--- src/rtl/alu8_pkg.sv ---
// Shared types for the alu8 command issuer: opcode encodings, the queued
// command record and the issuer FSM state.
package alu8_pkg;

    localparam logic [3:0] OP_ADD  = 4'b0000;
    localparam logic [3:0] OP_ADDC = 4'b0001;
    localparam logic [3:0] OP_SUB  = 4'b0010;
    localparam logic [3:0] OP_SUBB = 4'b0011;
    localparam logic [3:0] OP_AND  = 4'b0100;
    localparam logic [3:0] OP_OR   = 4'b0101;
    localparam logic [3:0] OP_SHL  = 4'b0110;
    localparam logic [3:0] OP_SHR  = 4'b0111;

    typedef struct packed {
        logic [3:0] opcode;
        logic [7:0] a;
        logic [7:0] b;
        logic       use_acc;
    } cmd_t;

    localparam int unsigned CMD_W = $bits(cmd_t);

    typedef enum logic [1:0] {
        StIdle  = 2'd0,
        StIssue = 2'd1,
        StResp  = 2'd2
    } state_e;

    // Only the lower half of the opcode space maps to an ALU unit.
    function automatic logic op_illegal(input logic [3:0] op);
        return op[3];
    endfunction

endpackage

--- src/rtl/alu8_cmd_issuer_if.sv ---
// Bus bundle around the issuer: command channel in, result channel out, and
// the operand/opcode/result wires to the alu8 responder.
interface alu8_cmd_issuer_if;

    logic       cmd_valid;
    logic       cmd_ready;
    logic [3:0] cmd_opcode;
    logic [7:0] cmd_a;
    logic [7:0] cmd_b;
    logic       cmd_use_acc;

    logic [7:0] alu_a;
    logic [7:0] alu_b;
    logic [3:0] alu_opcode;
    logic [7:0] alu_out;

    logic       res_valid;
    logic       res_ready;
    logic [7:0] res_data;
    logic       res_err;
    logic [7:0] acc_out;

    modport master (
        input  cmd_valid, cmd_opcode, cmd_a, cmd_b, cmd_use_acc,
        output cmd_ready,
        output alu_a, alu_b, alu_opcode,
        input  alu_out,
        output res_valid, res_data, res_err, acc_out,
        input  res_ready
    );

    modport slave (
        output cmd_valid, cmd_opcode, cmd_a, cmd_b, cmd_use_acc,
        input  cmd_ready,
        input  alu_a, alu_b, alu_opcode,
        output alu_out,
        input  res_valid, res_data, res_err, acc_out,
        output res_ready
    );

endinterface

--- src/rtl/alu8_cmd_fifo.sv ---
// Synchronous FIFO with wrapping pointers and an occupancy counter; pushes
// are refused while full regardless of a same-cycle pop.
module alu8_cmd_fifo #(
    parameter int unsigned DEPTH = 4,
    parameter int unsigned AW    = 2,
    parameter int unsigned WIDTH = 21
) (
    input  logic             clk,
    input  logic             rst_n,
    input  logic             i_push,
    input  logic [WIDTH-1:0] i_wdata,
    input  logic             i_pop,
    output logic [WIDTH-1:0] o_rdata,
    output logic             o_full,
    output logic             o_empty
);

    logic [WIDTH-1:0] r_mem [DEPTH];
    logic [AW-1:0]    r_wr_ptr;
    logic [AW-1:0]    r_rd_ptr;
    logic [AW:0]      r_count;

    logic w_push;
    logic w_pop;

    assign o_full  = (r_count == (AW+1)'(DEPTH));
    assign o_empty = (r_count == '0);
    assign w_push  = i_push && !o_full;
    assign w_pop   = i_pop && !o_empty;
    assign o_rdata = r_mem[r_rd_ptr];

    always_ff @(posedge clk) begin
        if (w_push) begin
            r_mem[r_wr_ptr] <= i_wdata;
        end
    end

    always_ff @(posedge clk or negedge rst_n) begin
        if (!rst_n) begin
            r_wr_ptr <= '0;
            r_rd_ptr <= '0;
            r_count  <= '0;
        end else begin
            if (w_push) begin
                r_wr_ptr <= AW'(r_wr_ptr + 1'b1);
            end
            if (w_pop) begin
                r_rd_ptr <= AW'(r_rd_ptr + 1'b1);
            end
            case ({w_push, w_pop})
                2'b10:   r_count <= (AW+1)'(r_count + 1'b1);
                2'b01:   r_count <= (AW+1)'(r_count - 1'b1);
                default: r_count <= r_count;
            endcase
        end
    end

endmodule

--- src/rtl/alu8_cmd_issuer.sv ---
// Queues ALU commands, issues them one at a time to the alu8 responder and
// returns each captured result over a valid/ready channel.
module alu8_cmd_issuer
    import alu8_pkg::*;
#(
    parameter int unsigned DEPTH = 4,
    parameter int unsigned AW    = 2
) (
    input  logic               clk,
    input  logic               rst_n,
    alu8_cmd_issuer_if.master  bus
);

    cmd_t   w_wcmd;
    cmd_t   w_head;
    logic   w_push;
    logic   w_pop;
    logic   w_full;
    logic   w_empty;
    state_e w_state_d;

    state_e     r_state;
    logic [7:0] r_alu_a;
    logic [7:0] r_alu_b;
    logic [3:0] r_alu_opcode;
    logic       r_illegal;
    logic [7:0] r_res_data;
    logic       r_res_err;
    logic [7:0] r_acc;

    assign w_wcmd = '{opcode:  bus.cmd_opcode,
                      a:       bus.cmd_a,
                      b:       bus.cmd_b,
                      use_acc: bus.cmd_use_acc};
    assign w_push = bus.cmd_valid && !w_full;

    alu8_cmd_fifo #(
        .DEPTH (DEPTH),
        .AW    (AW),
        .WIDTH (CMD_W)
    ) u_fifo (
        .clk     (clk),
        .rst_n   (rst_n),
        .i_push  (w_push),
        .i_wdata (w_wcmd),
        .i_pop   (w_pop),
        .o_rdata (w_head),
        .o_full  (w_full),
        .o_empty (w_empty)
    );

    always_comb begin
        w_state_d = r_state;
        w_pop     = 1'b0;
        case (r_state)
            StIdle: begin
                if (!w_empty) begin
                    w_pop     = 1'b1;
                    w_state_d = StIssue;
                end
            end
            StIssue: begin
                w_state_d = StResp;
            end
            StResp: begin
                if (bus.res_ready) begin
                    if (!w_empty) begin
                        w_pop     = 1'b1;
                        w_state_d = StIssue;
                    end else begin
                        w_state_d = StIdle;
                    end
                end
            end
            default: begin
                w_state_d = StIdle;
            end
        endcase
    end

    always_ff @(posedge clk or negedge rst_n) begin
        if (!rst_n) begin
            r_state      <= StIdle;
            r_alu_a      <= '0;
            r_alu_b      <= '0;
            r_alu_opcode <= '0;
            r_illegal    <= 1'b0;
            r_res_data   <= '0;
            r_res_err    <= 1'b0;
            r_acc        <= '0;
        end else begin
            r_state <= w_state_d;
            // The accumulator was written in the preceding ISSUE cycle, so a
            // chained use_acc command always sees the previous result here.
            if (w_pop) begin
                r_alu_a      <= w_head.use_acc ? r_acc : w_head.a;
                r_alu_b      <= w_head.b;
                r_alu_opcode <= w_head.opcode;
                r_illegal    <= op_illegal(w_head.opcode);
            end
            if (r_state == StIssue) begin
                if (r_illegal) begin
                    r_res_data <= '0;
                    r_res_err  <= 1'b1;
                end else begin
                    r_res_data <= bus.alu_out;
                    r_res_err  <= 1'b0;
                    r_acc      <= bus.alu_out;
                end
            end
        end
    end

    assign bus.cmd_ready  = !w_full;
    assign bus.alu_a      = r_alu_a;
    assign bus.alu_b      = r_alu_b;
    assign bus.alu_opcode = r_alu_opcode;
    assign bus.res_valid  = (r_state == StResp);
    assign bus.res_data   = r_res_data;
    assign bus.res_err    = r_res_err;
    assign bus.acc_out    = r_acc;

endmodule

--- src/flat_wrapper.sv ---
// flat-port wrapper written by rule: the top's interface ports become plain ports
module alu8_cmd_issuer_flat import alu8_pkg::*;
#(
    parameter int unsigned DEPTH = 4,
    parameter int unsigned AW    = 2
)
  (clk, rst_n, bus_cmd_valid, bus_cmd_opcode, bus_cmd_a, bus_cmd_b, bus_cmd_use_acc, bus_cmd_ready, bus_alu_a, bus_alu_b, bus_alu_opcode, bus_alu_out, bus_res_valid, bus_res_data, bus_res_err, bus_acc_out, bus_res_ready);
  alu8_cmd_issuer_if bus_i ();
  input  logic clk;
  input  logic rst_n;
  input wire logic [$bits(bus_i.cmd_valid)-1:0] bus_cmd_valid;
  input wire logic [$bits(bus_i.cmd_opcode)-1:0] bus_cmd_opcode;
  input wire logic [$bits(bus_i.cmd_a)-1:0] bus_cmd_a;
  input wire logic [$bits(bus_i.cmd_b)-1:0] bus_cmd_b;
  input wire logic [$bits(bus_i.cmd_use_acc)-1:0] bus_cmd_use_acc;
  output wire logic [$bits(bus_i.cmd_ready)-1:0] bus_cmd_ready;
  output wire logic [$bits(bus_i.alu_a)-1:0] bus_alu_a;
  output wire logic [$bits(bus_i.alu_b)-1:0] bus_alu_b;
  output wire logic [$bits(bus_i.alu_opcode)-1:0] bus_alu_opcode;
  input wire logic [$bits(bus_i.alu_out)-1:0] bus_alu_out;
  output wire logic [$bits(bus_i.res_valid)-1:0] bus_res_valid;
  output wire logic [$bits(bus_i.res_data)-1:0] bus_res_data;
  output wire logic [$bits(bus_i.res_err)-1:0] bus_res_err;
  output wire logic [$bits(bus_i.acc_out)-1:0] bus_acc_out;
  input wire logic [$bits(bus_i.res_ready)-1:0] bus_res_ready;
  assign bus_i.cmd_valid = bus_cmd_valid;
  assign bus_i.cmd_opcode = bus_cmd_opcode;
  assign bus_i.cmd_a = bus_cmd_a;
  assign bus_i.cmd_b = bus_cmd_b;
  assign bus_i.cmd_use_acc = bus_cmd_use_acc;
  assign bus_cmd_ready = bus_i.cmd_ready;
  assign bus_alu_a = bus_i.alu_a;
  assign bus_alu_b = bus_i.alu_b;
  assign bus_alu_opcode = bus_i.alu_opcode;
  assign bus_i.alu_out = bus_alu_out;
  assign bus_res_valid = bus_i.res_valid;
  assign bus_res_data = bus_i.res_data;
  assign bus_res_err = bus_i.res_err;
  assign bus_acc_out = bus_i.acc_out;
  assign bus_i.res_ready = bus_res_ready;
  alu8_cmd_issuer #(.DEPTH(DEPTH), .AW(AW)) u_core (.clk(clk), .rst_n(rst_n), .bus(bus_i));
endmodule
--- config.mk ---
export PLATFORM = sky130hd
export DESIGN_NAME = alu8_cmd_issuer_flat
export DESIGN_NICKNAME = d
export VERILOG_FILES = /design/src/rtl/alu8_pkg.sv /design/src/rtl/alu8_cmd_issuer_if.sv /design/src/rtl/alu8_cmd_fifo.sv /design/src/rtl/alu8_cmd_issuer.sv /design/src/flat_wrapper.sv
export SDC_FILE = /design/constraint.sdc
export NUM_CORES = 1
export LEC_CHECK = 0
export CORE_MARGIN = 1.5
export CORE_UTILIZATION = 54
export DETAILED_ROUTE_END_ITERATION = 16
export PLACE_DENSITY = 0.77
export SLEW_MARGIN = 20
export SYNTH_ARGS = -nofsm -noshare
export SYNTH_HDL_FRONTEND = slang
export SYNTH_HIERARCHICAL = 1
export SYNTH_SLANG_ARGS = --single-unit
--- constraint.sdc ---
create_clock -name clk -period 3 [get_ports clk]
set_clock_uncertainty 0.15 [all_clocks]
set_input_delay 0.75 -clock clk [delete_from_list [all_inputs] [get_ports clk]]
set_output_delay 0.75 -clock clk [all_outputs]
set_load 0.01 [all_outputs]
# --- Word-level counts from Yosys, hierarchy flattened ---
# Memory sizes are Yosys's and may differ from the RTL's.
# Cells that the tools add are included.
op_classes:
  muxes: 13
  n_eq_ne: 7
  add_sub_neg: 4
  reduce_logical: 10
  bitwise: 1
ops:
  columns: ["op", "n"]
  rows:
  - ["$mux W8", 2]
  - ["$mux W1", 6]
  - ["$pmux W2 S3", 1]
  - ["$pmux W3 S2", 1]
  - ["$add A2 B1 Y2 const B", 2]
  - ["$eq A2 B1 Y1 const B", 2]
  - ["$eq A2 B2 Y1 const B", 2]
  - ["$mux W2", 2]
  - ["$reduce_and A2 Y1", 2]
  - ["$add A3 B1 Y3 const B", 1]
  - ["$eq A3 B3 Y1 const B", 1]
  - ["$logic_and A1 B1 Y1", 3]
  - ["$logic_not A3 Y1", 1]
  - ["$sub A3 B1 Y3 const B", 1]
  - ["$logic_not A1 Y1", 2]
  - ["$logic_not A2 Y1", 1]
  - ["$ne A2 B1 Y1 const B", 1]
  - ["$ne A2 B2 Y1 const B", 1]
  - ["$pmux W1 S2", 1]
  - ["$reduce_bool A2 Y1", 1]
  - ["$not A1 Y1", 1]
word_totals:
  wordCells: 47
  ramBits: 84
  mem_count: 1
  inputBits: 33
  reg_bits: 47
memory_table:
  columns: ["memory", "words", "word_bits", "read_ports", "rd_ports_with_merged_regs", "wr", "line", "text"]
  rows:
  - ["u_core.u_fifo.r_mem", 4, 21, 1, 0, 1, "alu8_cmd_fifo.sv:18", "logic [WIDTH-1:0] r_mem [DEPTH];"]

# --- Depth between registers and ports, before layout ---
depth:
  depth_word: 7
  mapped_depth: 10
  depth_no_buf: 10

# --- Modules after synthesis ---
# Netlist, hierarchy kept.
by_module_without_submodules:
  columns: ["mod", "area_each_um2", "seq_area_each_um2", "cells_per_inst", "n_inst"]
  rows:
  - ["alu8_cmd_fifo", 3493.4, 2697.6, 147, 1]
  - ["alu8_cmd_issuer", 1607.8, 975.9, 100, 1]

# --- Worst setup path after synthesis ---
# No wires, ideal clock.
synth_path:
  kind: "input -> register"
  startpoint: "in bus_res_ready"
  endpoint: "reg u_core.u_fifo.r_count[2]"
  setup_slack_ps: 333
  path_stages: 10
  required_ps: 2771
  setup_time_ps: 79
  t_arrival_ps: 2438
  path_buffers: 1
  path_cell_list: "inv_1 -> a211oi_4 -> buf_6 -> o31a_1 -> ha_1 -> inv_1 -> fa_1 -> xor2_1 -> nor2_1 -> xor2_1"
synth_between:
  elab_chain_cells: 5
  word_cells_on_any_way: 7
  classes_between: "eq/ne: 2; mux: 3; reduce/logical: 2"
synth_rtl:
  columns: ["element", "line", "text"]
  rows:
  - ["from (decl)", "flat_wrapper.sv:25", "input wire logic [$bits(bus_i.res_ready)-1:0] bus_res_ready;"]
  - ["$mux W1 (*)", "alu8_cmd_issuer.sv:66", "if (bus.res_ready) begin"]
  - ["$pmux W1 S2 (*)", "alu8_cmd_issuer.sv:55", "case (r_state)"]
  - ["net u_core.w_pop", "alu8_cmd_issuer.sv:17", "logic w_pop;"]
  - ["$logic_and A1 B1 Y1 (*)", "alu8_cmd_fifo.sv:29", "assign w_pop = i_pop && !o_empty;"]
  - ["net u_core.u_fifo.w_pop", "alu8_cmd_fifo.sv:24", "logic w_pop;"]
  - ["$eq A2 B1 Y1 or $eq A2 B2 Y1 (tied branches)", "alu8_cmd_fifo.sv:50", "case ({w_push, w_pop})"]
  - ["$pmux W3 S2 or $reduce_bool A2 Y1 (tied branches)", null, null]
  - ["to (signal assigned)", "alu8_cmd_fifo.sv:51", "2'b10: r_count <= (AW+1)'(r_count + 1'b1);"]
  - ["to (signal assigned)", "alu8_cmd_fifo.sv:52", "2'b01: r_count <= (AW+1)'(r_count - 1'b1);"]
  - ["to (signal assigned)", "alu8_cmd_fifo.sv:53", "default: r_count <= r_count;"]
  - ["to (decl)", "alu8_cmd_fifo.sv:21", "logic [AW:0] r_count;"]
# Mark *: on every way through the listed nets, which the timed path passes. The rest lies on a longest branch.
# A chain may end at the register's enable or synchronous reset.

# --- Worst setup path after layout ---
layout_path:
  startpoint: "reg u_core.u_fifo.r_count[0]"
  endpoint: "out bus_cmd_ready"
layout_between:
  elab_chain_cells: 2
layout_rtl:
  columns: ["element", "line", "text"]
  rows:
  - ["$eq A3 B3 Y1", "alu8_cmd_fifo.sv:26", "assign o_full = (r_count == (AW+1)'(DEPTH));"]
  - ["net u_core.w_full", "alu8_cmd_issuer.sv:18", "logic w_full;"]
  - ["$logic_not A1 Y1", "alu8_cmd_issuer.sv:114", "assign bus.cmd_ready = !w_full;"]
  - ["to (decl)", "flat_wrapper.sv:16", "output wire logic [$bits(bus_i.cmd_ready)-1:0] bus_cmd_ready;"]
# The timed path passes the listed nets, and every way through them passes these cells.

==> impl_summary.md <==
Outcome
The flow ran to the end, and the final reports show no timing, DRC or antenna violations.

Synth
The post-synthesis sequential area ratio is between 70 and 80%. A synthesized cell averages 20.7 um2. The post-synth net total is ~290. During synthesis, Yosys emitted a total of 6 warnings. The synthesized instance count is 247. Synthesis inferred 130 register bits.

Yosys mapped a number of flops with a built-in enable equal to 84. The number of different library cells in the post-synthesis netlist is 32. For this run, the leading register cell type out of synthesis is sky130_fd_sc_hd__edfxtp_1. In this run the cell area of the synthesized design comes to 5100 um2. For this run, asynchronously set or reset flops after synthesis account for 35.4%.

Floorplanning
The core footprint is 9200 um2. The vertical extent of the die is 100 um. The number of rows in the core area is 35. The area of the die is 10000 um2. The die is 100 um wide.

Once the floorplan was initialized, standard cells occupied around 55% of the core. The I/O pin total is between 70 and 80.

Placement
The routability congestion estimate is 0.702. In this run, placement finished with an instance count of 430. Buffers placed on the I/O ports in this run total 71.

The wire-length estimate of the detail-placed layout is 5550 um. The worst setup slack after placement is -0.0345 ns.

Finish
The number of nets in the finished design is 377. Summing all flip-flop and latch instances after layout gives 3670 um2. The final core utilization is 71.1%. Counting the fill cells in the layout gives 580.

The growth of design area from synthesis to finish is 28.1%. The fraction of layout instances using a drive strength above 1 is 30.2%. The number of antenna repair diodes is 0. Summing all multi-input logic gate instances after layout gives 1280 um2. The finished layout holds 462 standard cells, fillers aside.

Clock tree
After clock tree synthesis, the flow added hold-fix buffers numbering 0. In this run, CTS created clock tree buffers numbering 17. The clock reaches the later pin of the worst-skew pair after 0.51 ns. CTS placed an instance of sky130_fd_sc_hd__clkbuf_8 at the clock tree root.

Gates resized during post-CTS repair numbered 0. The count of buffers added by post-CTS timing repair for setup is 0. The CTS clock-pin slew for the worst setup and hold paths is 0.06 ns.

The tree built by TritonCTS fans out to 130 sinks. The maximum clock insertion buffer count is 2. TritonCTS built the clock tree. The count of H-tree levels built during CTS is 4.

Worst setup path
The slack of the worst reg-to-reg path is 0.65 ns. The critical path start-end classification is register to output port. The worst setup path is captured at an output port. The endpoint of the most critical register-to-register path is u_core/u_fifo/r_count[2]$_DFFE_PN0P_.

The worst register-to-register path begins at u_core/u_fifo/r_count[0]$_DFFE_PN0P_. The required arrival time at the worst endpoint is ~2.1 ns. The sort of element at the start of the critical path is a register. Along the worst path, the maximum fanout reaches 5. The data arrival time at the worst-slack endpoint is 1.78 ns. Counting cells, the worst reg-to-reg path comes to 10.

Drt
The via density per instance is 5.45. After detailed routing, the number of remaining DRC violations is 0. The total detailed-routing wirelength is 8820 um. The antenna violation net count after detailed routing is 0. After detailed routing, the average wire length per cell comes to 19.1 um. The first-pass iteration count of the detailed router is 4.

Across all layers, the routed design uses 2519 vias. In this run, the number of DRC markers left after iteration 0 of detailed routing was 99.

Pwr
The share of total power in the clock network is 26.4%. Net switching is 29.8% of the power. The static leakage power is 2.43 nW. The highest ir drop seen on vdd is 0.505 mV. Cell internal power was estimated by the tool at slightly above 5 mW. The power dissipated by switching net loads is approximately 2.2 mW. The share of total power dissipated in sequential elements is 38.8%.

The power per cell area is 1110 nW/um2. Combinational logic is responsible for 34.8% of the overall power.

STA
The time the worst path needs with I/O delays and setup is ~2.7 ns. The share of the clock period used by the worst path is 89.5%. Setup violations remaining at the end of the flow were counted as 0. The hold violation total from the final report is 0. The slack of the critical path is 0.315 ns.

At the pin with the least slew margin, the transition time is about 0.44 ns. Setup repair after global routing left no endpoint under its margin. The worst slew slack as a fraction of its limit is a little over two thirds.

The number of max-slew violations in the final report is 0. The achievable frequency is 372 MHz. The sum of negative setup slack is 0 ns.

Worst hold path
The min-delay analysis places its worst path in the category primary input to asynchronous set/reset pin.

Global routing
The initial antenna violation count was 0. Entering global routing, the biggest net connects 26 pins. The global-route wire length before repair is 14100 um.

The overall fraction of global-route tracks in use is roughly 20%. The global route total overflow is 0. The via count of the first global-routing pass was 2700.

Flow run
The total of max-cap violations is 0.
-- power groups by stage --
stage / Combinational [mW] / Sequential (mW) / Clock, mW
floorplan: 1.61 / 2.86 / 0
global placement: 2.49 / 2.83 / 0
detailed placement: 2.54 / 2.86 / 0
CTS: 2.57 / 2.83 / 1.95
global route: 2.73 / 2.89 / 2.03
finish: 2.53 / 2.82 / 1.92
-- worst max-delay path by stage --
stage	slack, ns	endpoint	start	depth (start not counted)
floorplan	0.33	u_core/u_fifo/r_count[2]$_DFFE_PN0P_	bus_res_ready	10
global placement	0.05	u_core/u_fifo/r_count[2]$_DFFE_PN0P_	bus_res_ready	10
detailed placement	-0.03	u_core/u_fifo/r_count[2]$_DFFE_PN0P_	bus_res_ready	10
CTS	0.28	bus_cmd_ready	u_core/u_fifo/r_count[0]$_DFFE_PN0P_	3
global route	0.22	bus_cmd_ready	u_core/u_fifo/r_count[0]$_DFFE_PN0P_	3
finish	0.32	bus_cmd_ready	u_core/u_fifo/r_count[0]$_DFFE_PN0P_	3
-- cells in the mapped netlist, types with 2 or more instances --
cell type,number,share of area (%)
sky130_fd_sc_hd__mux2_4,2,0.59
sky130_fd_sc_hd__ha_1,5,1.2
sky130_fd_sc_hd__buf_12,2,0.78
sky130_fd_sc_hd__and2_1,4,0.49
sky130_fd_sc_hd__a22o_1,8,1.4
sky130_fd_sc_hd__mux2_2,35,7.7
sky130_fd_sc_hd__edfxtp_1,84,49
sky130_fd_sc_hd__buf_2,4,0.39
sky130_fd_sc_hd__mux4_1,3,1.5
sky130_fd_sc_hd__xnor2_1,3,0.52
sky130_fd_sc_hd__inv_1,9,0.66
sky130_fd_sc_hd__dfrtp_1,46,23
sky130_fd_sc_hd__xor2_1,3,0.52
sky130_fd_sc_hd__buf_6,4,0.88
sky130_fd_sc_hd__mux4_2,18,7.9
-- flip-flops by register name, summed over array words and instances, names as in the netlist --
register                count
u_core/bus.res_err          1
u_core/r_state              2
u_core/u_fifo/r_wr_ptr      2
u_core/bus.res_data         8
u_core/bus.alu_b            8
u_core/bus.alu_opcode       4
u_core/bus.alu_a            8
u_core/u_fifo/r_mem        84
u_core/u_fifo/r_count       3
u_core/bus.acc_out          8
u_core/u_fifo/r_rd_ptr      2
-- cell families (layout without fill, tap and decap cells) --
kind of cell / after synthesis / count (layout) / synth area share, %
simple gates: 13 / 13 / 2.08
flops: 130 / 130 / 72.0
fa+ha+maj: 6 / 6 / 1.62
xor+xnor: 6 / 6 / 1.03
buf+inv: 20 / 124 / 2.87
mux: 59 / 59 / 18.0
compound gates: 13 / 13 / 2.38
-- layout by cell type, fill, tap and decap left out, types with 3 or more instances in the layout --
cell and instances:
sky130_fd_sc_hd__xor2_1 3, sky130_fd_sc_hd__xnor2_1 3, sky130_fd_sc_hd__mux4_2 18, sky130_fd_sc_hd__buf_4 8
sky130_fd_sc_hd__clkbuf_16 16, sky130_fd_sc_hd__and2_1 4, sky130_fd_sc_hd__mux4_1 3, sky130_fd_sc_hd__a22o_1 8
sky130_fd_sc_hd__clkdlybuf4s50_1 70, sky130_fd_sc_hd__edfxtp_1 84, sky130_fd_sc_hd__mux2_2 35, sky130_fd_sc_hd__clkinvlp_4 6
sky130_fd_sc_hd__dfrtp_1 46, sky130_fd_sc_hd__ha_1 5, sky130_fd_sc_hd__buf_12 4, sky130_fd_sc_hd__inv_1 9
sky130_fd_sc_hd__inv_6 6
-- routing by layer --
metal | global-route usage [%] | share of wire (%) | routed length, um | up-vias
met5 | 0 | 0 | 0 | -
met4 | 7.26 | 1.4 | 124 | 0
met3 | 5.99 | 4.5 | 394 | 11
met2 | 33.4 | 53 | 4640 | 63
met1 | 23.6 | 41 | 3660 | 1299
li1 | - | - | - | 1146
-- critical path, stage by stage (launching register included) --
cell                              delay, ns
sky130_fd_sc_hd__dfrtp_1               0.44
sky130_fd_sc_hd__nor3b_2               0.30
sky130_fd_sc_hd__inv_1                 0.06
sky130_fd_sc_hd__clkdlybuf4s50_1       0.47
-- layout make-up --
cell class	count	area share [%]
Inverter	9	0.517
Tap cell	111	2.13
Clock buffer	17	6.34
Sequential cell	130	56.2
Clock inverter	15	2.26
Timing Repair Buffer	83	12.9
Multi-Input combinational cell	97	19.6
-- per-stage QoR --
| step | hold slack, ns | instance area, um2 | power (mW) |
|---|---|---|---|
| floorplan | 0.304 | 5100 | 4.47 |
| global placement | 0.336 | 5970 | 5.31 |
| detailed placement | 0.344 | 5970 | 5.40 |
| CTS | 0.0698 | 6540 | 7.34 |
| global route | 0.0837 | 6540 | 7.64 |
| finish | 0.0736 | 6540 | 7.27 |
Power figures use the tool's default switching activity.
